### src/rtl/serial_tx_pkg.sv
// Shared definitions for the single-wire serial link (transmitter, receiver, benches).
// State encodings, line levels, default frame parameters and a parity helper.
package serial_tx_pkg;

    // Fixed 3-bit encoding shared with the receiver and the benches.
    typedef enum logic [2:0] {
        StIdle  = 3'd0,
        StStart = 3'd1,
        StData  = 3'd2,
        StPar   = 3'd3,
        StStop  = 3'd4
    } tx_state_e;

    // Line levels: idle/stop is mark (1), start is space (0).
    localparam logic IDLE_LVL  = 1'b1;
    localparam logic START_LVL = 1'b0;

    localparam int unsigned DEFAULT_WIDTH        = 8;
    localparam int unsigned DEFAULT_CLKS_PER_BIT = 4;

    // Baud counter width; covers CLKS_PER_BIT up to 255.
    localparam int unsigned BAUD_CNT_W = 8;

    // Even parity over the data bits: XOR of all bits (unused bits are zero).
    function automatic logic even_parity(input logic [15:0] data);
        return ^data;
    endfunction

endpackage

### src/rtl/serial_baud_tick.sv
// Modulo-CLKS_PER_BIT counter with synchronous clear. Emits a one-cycle tick in the
// last count of each bit period, i.e. on the cycle whose edge wraps the counter.
module serial_baud_tick
    import serial_tx_pkg::*;
#(
    parameter int unsigned CLKS_PER_BIT = DEFAULT_CLKS_PER_BIT
) (
    input  logic clk,
    input  logic rst,
    input  logic clr,
    output logic tick
);

    localparam logic [BAUD_CNT_W-1:0] LAST = BAUD_CNT_W'(CLKS_PER_BIT - 1);

    logic [BAUD_CNT_W-1:0] cnt_q, cnt_d;

    // With CLKS_PER_BIT=1 LAST is 0, so tick is asserted every cycle.
    assign tick = (cnt_q == LAST);

    // Next count: wrap on tick, hold at zero while cleared.
    always_comb begin
        cnt_d = tick ? '0 : cnt_q + 1'b1;
        if (clr) begin
            cnt_d = '0;
        end
    end

    // Counter register with synchronous reset.
    always_ff @(posedge clk) begin
        if (rst) begin
            cnt_q <= '0;
        end else begin
            cnt_q <= cnt_d;
        end
    end

endmodule

### src/rtl/serial_tx.sv
// Framed parallel-in/serial-out transmitter: start(0), WIDTH data bits LSB-first,
// optional even parity bit, stop(1); each bit held CLKS_PER_BIT clocks.
// Optional feature macro: SERIAL_TX_PARITY_EN inserts the parity bit.
// All outputs are registered; acceptance drives the start bit on the same edge.
module serial_tx
    import serial_tx_pkg::*;
#(
    parameter int unsigned WIDTH        = DEFAULT_WIDTH,
    parameter int unsigned CLKS_PER_BIT = DEFAULT_CLKS_PER_BIT
) (
    input  logic             C,
    input  logic             R,
    input  logic [WIDTH-1:0] D_IN,
    input  logic             LOAD,
    output logic             READY,
    output logic             TX,
    output logic             BUSY,
    output logic             DONE
);

    localparam int unsigned    CNT_W    = (WIDTH > 1) ? $clog2(WIDTH) : 1;
    localparam logic [CNT_W-1:0] LAST_BIT = CNT_W'(WIDTH - 1);

    tx_state_e        state_q, state_d;
    logic [WIDTH-1:0] shreg_q, shreg_d;
    logic [CNT_W-1:0] bitcnt_q, bitcnt_d;
    logic             tx_q, tx_d;
    logic             ready_q, ready_d;
    logic             busy_q, busy_d;
    logic             done_q, done_d;
    logic             tick;
    logic             accept;
    logic             baud_clr;

    assign accept = LOAD && ready_q;

    // Counter sits at zero while idle so the start bit gets a full period from acceptance.
    assign baud_clr = (state_q == StIdle);

    serial_baud_tick #(
        .CLKS_PER_BIT(CLKS_PER_BIT)
    ) u_baud (
        .clk (C),
        .rst (R),
        .clr (baud_clr),
        .tick(tick)
    );

`ifdef SERIAL_TX_PARITY_EN
    logic parity_q;

    // Parity is latched with the word so it does not depend on the shifting register.
    always_ff @(posedge C) begin
        if (R) begin
            parity_q <= 1'b0;
        end else if (accept) begin
            parity_q <= even_parity(16'(D_IN));
        end
    end
`endif

    // State, datapath and registered outputs.
    always_ff @(posedge C) begin
        if (R) begin
            state_q  <= StIdle;
            shreg_q  <= '0;
            bitcnt_q <= '0;
            tx_q     <= IDLE_LVL;
            ready_q  <= 1'b1;
            busy_q   <= 1'b0;
            done_q   <= 1'b0;
        end else begin
            state_q  <= state_d;
            shreg_q  <= shreg_d;
            bitcnt_q <= bitcnt_d;
            tx_q     <= tx_d;
            ready_q  <= ready_d;
            busy_q   <= busy_d;
            done_q   <= done_d;
        end
    end

    // Next-state: each non-idle state advances on a baud tick.
    always_comb begin
        state_d = state_q;
        unique case (state_q)
            StIdle:  if (accept) state_d = StStart;
            StStart: if (tick) state_d = StData;
            StData: begin
                if (tick && (bitcnt_q == LAST_BIT)) begin
`ifdef SERIAL_TX_PARITY_EN
                    state_d = StPar;
`else
                    state_d = StStop;
`endif
                end
            end
`ifdef SERIAL_TX_PARITY_EN
            StPar:   if (tick) state_d = StStop;
`endif
            StStop:  if (tick) state_d = StIdle;
            default: state_d = StIdle;
        endcase
    end

    // Shift register and bit counter: load on acceptance, shift on each data-bit boundary.
    always_comb begin
        shreg_d  = shreg_q;
        bitcnt_d = bitcnt_q;
        if (accept) begin
            shreg_d  = D_IN;
            bitcnt_d = '0;
        end else if ((state_q == StData) && tick) begin
            shreg_d  = shreg_q >> 1;
            bitcnt_d = (bitcnt_q == LAST_BIT) ? '0 : bitcnt_q + 1'b1;
        end
    end

    // Output decode from the upcoming state so the registered outputs line up with it.
    // READY only returns in the DONE cycle, so a back-to-back word starts one cycle later.
    always_comb begin
        tx_d    = IDLE_LVL;
        ready_d = (state_d == StIdle);
        busy_d  = (state_d != StIdle);
        done_d  = (state_q == StStop) && tick;
        unique case (state_d)
            StIdle:  tx_d = IDLE_LVL;
            StStart: tx_d = START_LVL;
            StData:  tx_d = shreg_d[0];
`ifdef SERIAL_TX_PARITY_EN
            StPar:   tx_d = parity_q;
`endif
            StStop:  tx_d = IDLE_LVL;
            default: tx_d = IDLE_LVL;
        endcase
    end

    assign READY = ready_q;
    assign TX    = tx_q;
    assign BUSY  = busy_q;
    assign DONE  = done_q;

endmodule

### config.mk
export PLATFORM = sky130hd
export DESIGN_NAME = serial_tx
export DESIGN_NICKNAME = d
export VERILOG_FILES = /design/src/rtl/serial_tx_pkg.sv /design/src/rtl/serial_baud_tick.sv /design/src/rtl/serial_tx.sv
export SDC_FILE = /design/constraint.sdc
export NUM_CORES = 1
export LEC_CHECK = 0
export ABC_CLOCK_PERIOD_IN_PS = 1700
export BUFFER_PORTS_ARGS = -buffer_cell sky130_fd_sc_hd__buf_2
export CAP_MARGIN = 20
export CORE_MARGIN = 2
export CORE_UTILIZATION = 35
export DETAILED_ROUTE_END_ITERATION = 7
export PLACE_DENSITY = 0.65
export SLEW_MARGIN = 20
export SYNTH_ARGS = -nofsm -noshare
export SYNTH_HDL_FRONTEND = slang
export SYNTH_SLANG_ARGS = --single-unit
### constraint.sdc
create_clock -name C -period 1.7 [get_ports C]
set_input_delay 0.51 -clock C [delete_from_list [all_inputs] [get_ports C]]
set_output_delay 0.51 -clock C [all_outputs]
set_load 0.02 [all_outputs]
==> results.cfg <==
[status]
run_status = finished clean

[flow_run]
max_cap_violations = 0

[clock_network]
cts_max_level = 1
tritoncts_num_sinks = 26
cts.clk_slew.worst_paths_ps = 130
cts_tree = built
clock_latency_on_the_worst_skew_pair_ps = 310
cts-buffers-inserted = 3
cts-root-buf = sky130_fd_sc_hd__clkbuf_4
clk_path_buf_depth = 2
cts-hold-fix-buffers = 0

[min_path]
whs_path_depth = 3
hold_class = in2reg

[final_layout]
finalNetCount = 162
multi_input_area_um2 = 639
antenna_cells_inserted = 0
final_instance_count_excl_fillers = 191
sequential_cell_area_um2 = 523
filler_cell_count = 316
final_util = 0.458
layout_cells_sized_above_1 = 0.293
synthToLayoutAreaGrowth_pct = 22.9

[floorplanning]
core_region_area_um2 = 3100
die_w_um = 61.5
die-height_um = 61.5
floorplan.rows = 20
boundaryPins = 15
die_area_um2 = 3780
floorplan.initialDensity = 0.373

[pwr]
totalPowerFinal_uw = 1070
power_leakage_uw = 0.000668
power.density_cell_area_nw_per_um2 = 754
ir_worst_vdd_uv = 479

[yosys]
synth_cells = 123
synth_flop_cell = sky130_fd_sc_hd__dfxtp_1
yosys_register_bits = 26
synth-adder-area-share = 0.0325
asyncSetResetFlopFracSynth = 0
synth.mux.area_fraction = 0.0606
mappedNetlistNets = 137
cell_accounting_for_the_most_synthesized_area = sky130_fd_sc_hd__dfxtp_1
yosysWarnings = 0
synth-edff-count = 0
yosys.area_share.simple = 0.258
synth_area_per_cell_um2 = 9.40
netlist_area_um2 = 1160
synth_seq_area_share = 0.450
combinational_family_with_the_most_area_after_synthesis = simple AND/OR/NAND/NOR gates
synth_cell_types = 33
synth_compound_area_frac = 0.127
synth_xor_area_frac = 0.0455
leading_post_synthesis_cells_by_cell_area = sky130_fd_sc_hd__dfxtp_1 (45%), sky130_fd_sc_hd__mux2i_1 (6.1%), sky130_fd_sc_hd__nor2_1 (5.5%), sky130_fd_sc_hd__a211oi_1 (5.2%), sky130_fd_sc_hd__xor2_1 (3.8%)
yosysMostFrequentCell = sky130_fd_sc_hd__dfxtp_1
post_synth_most_frequent_cells = sky130_fd_sc_hd__dfxtp_1 (26), sky130_fd_sc_hd__nor2_1 (17), sky130_fd_sc_hd__a211oi_1 (8)
share_of_yosys_cell_area_claimed_by_the_top_area_cell_type = 0.450

[route]
routed_wire_length_per_instance_um = 11.2
num_vias = 924
drtPass1Iterations = 4
vias_per_cell = 4.84
remaining_drc_errors = 0
detail_route.wirelength_mm = 2.14
number_of_design_rule_violations_left_by_the_first_detailed_router_iteration = 12
antenna_left = 0

[sta]
maxClockFrequency_ghz = 0.627
timing_worst_slew_pin_value_ps = 322
final-max-slew-violation-count = 0
finalWorstSetupSlack_ps = 106
finalCritPeriodShare = 0.938
setup_viol = 0
fin_worst_hold_slack_ps = 424
final.setup_skew_ps = 2.98
grt_setup_unrepaired = false
hold_violations = 0
period_minus_slack_ps = 1590
slew_headroom = 0.784

[setup_path]
criticalPathCategory = reg2reg
startpoint_type = flop
worst-r2r-cell-count = 6
timing.critical_path.arrival_ps = 1860
crit_end_element = flop
critical_path_required_ps = 1960
crit_path_max_fanout = 8

[global_route]
grt_antenna_before_repair = 0
global_route.usage.total = 0.134
grt_start_max_net_pins = 15
first_global_vias = 853
first_pass_grt_wire_length_mm = 3.66
overflow_left_after_global_routing = 0

[placed_design]
place.detailed.instances = 186
place.gp.congestion = 0.797
io_buffer_count = 14
dp_hpwl_mm = 1.57
post-place-ws_ps = -11.6
[path summary, 6_finish.rpt]
path	start	endpoint	slack, ps
max reg2reg	u_baud.cnt_q[0]	u_baud.cnt_q[1]	110
min	D_IN[7]	shreg_q[7]	420
max	u_baud.cnt_q[0]	u_baud.cnt_q[1]	110
min reg2reg	shreg_q[7]	shreg_q[7]	490
[through the flow]
| stage | instance area [µm²] | setup TNS, ps |
|---|---|---|
| final | 1420 | 0 |
| after global routing | 1420 | 0 |
| after global placement | 1350 | 0 |
| after detailed placement | 1350 | -12.5 |
| after CTS | 1400 | 0 |
| after floorplan | 1160 | 0 |
[sequential cells by signal, indices dropped and copies added (netlist names)]
signal        count
DONE              1
TX                1
u_baud.cnt_q      8
bitcnt_q          3
READY             1
BUSY              1
shreg_q           8
state_q           3
[power by group]
group | switching [µW] | internal, µW
logic | 60.0 | 51.4
clock network | 174 | 131
registers | 18.4 | 637
[kinds of logic (layout without fill, tap and decap cells)]
family | count (synthesis) | after routing
simple gates | 53 | 53
flops | 26 | 26
compound gates | 20 | 20
fa+ha+maj | 3 | 3
mux | 7 | 7
buf+inv | 8 | 32
xor+xnor | 6 | 6
[area by class of cell]
type	count	share of cell area
clock buffers	4	0.0255
repair buffers	26	0.113
well taps	44	0.0387
multi-input cells	89	0.450
flip-flops and latches	26	0.368
inverters	2	0.00528
[worst max-delay path: stages (launching register included)]
cell	delay, ps
sky130_fd_sc_hd__dfxtp_2	350
sky130_fd_sc_hd__ha_2	180
sky130_fd_sc_hd__nor3b_4	160
sky130_fd_sc_hd__buf_4	160
sky130_fd_sc_hd__and2_4	160
sky130_fd_sc_hd__or3_4	430
sky130_fd_sc_hd__nor2_2	110
[metal layers]
layer / vias up / part of all wire / global-route usage / wire length [µm]
li1: 480 / - / - / -
met5: - / 0 / 0 / 0
met1: 420 / 0.48 / 0.171 / 1020
met2: 20 / 0.47 / 0.211 / 995
met4: 0 / 0.019 / 0.0729 / 41
met3: 4 / 0.036 / 0.0273 / 77
[cells in the final DEF, fill, tap and decap left out, drive strengths merged]
master  Yosys  routed
a211oi      9       9
a21boi      2       2
a21o        1       1
a21oi       4       4
and2        3       3
and3        4       4
and3b       1       1
and4        1       1
buf         1      26
clkbuf      5       4
dfxtp      26      26
ha          3       3
inv         2       2
mux2i       7       7
nand2       7       7
nand2b      1       1
nand3       7       7
nand4b      1       1
nor2       17      17
nor2b       1       1
nor3        4       4
nor3b       1       1
nor4        1       1
nor4b       1       1
o21a        1       1
o21ba       1       1
o21bai      1       1
o22ai       1       1
or3         2       2
or3b        1       1
xnor2       1       1
xor2        5       5
[timing repair]
| action | 4_1_cts | 5_1_grt |
|---|---|---|
| gates resized for setup | 3 | 6 |
| setup endpoints to repair | 9 | 6 |
| pin swaps | 0 | 4 |
| setup buffers | 0 | 1 |
Note: power is estimated with default switching activity, not from simulation.
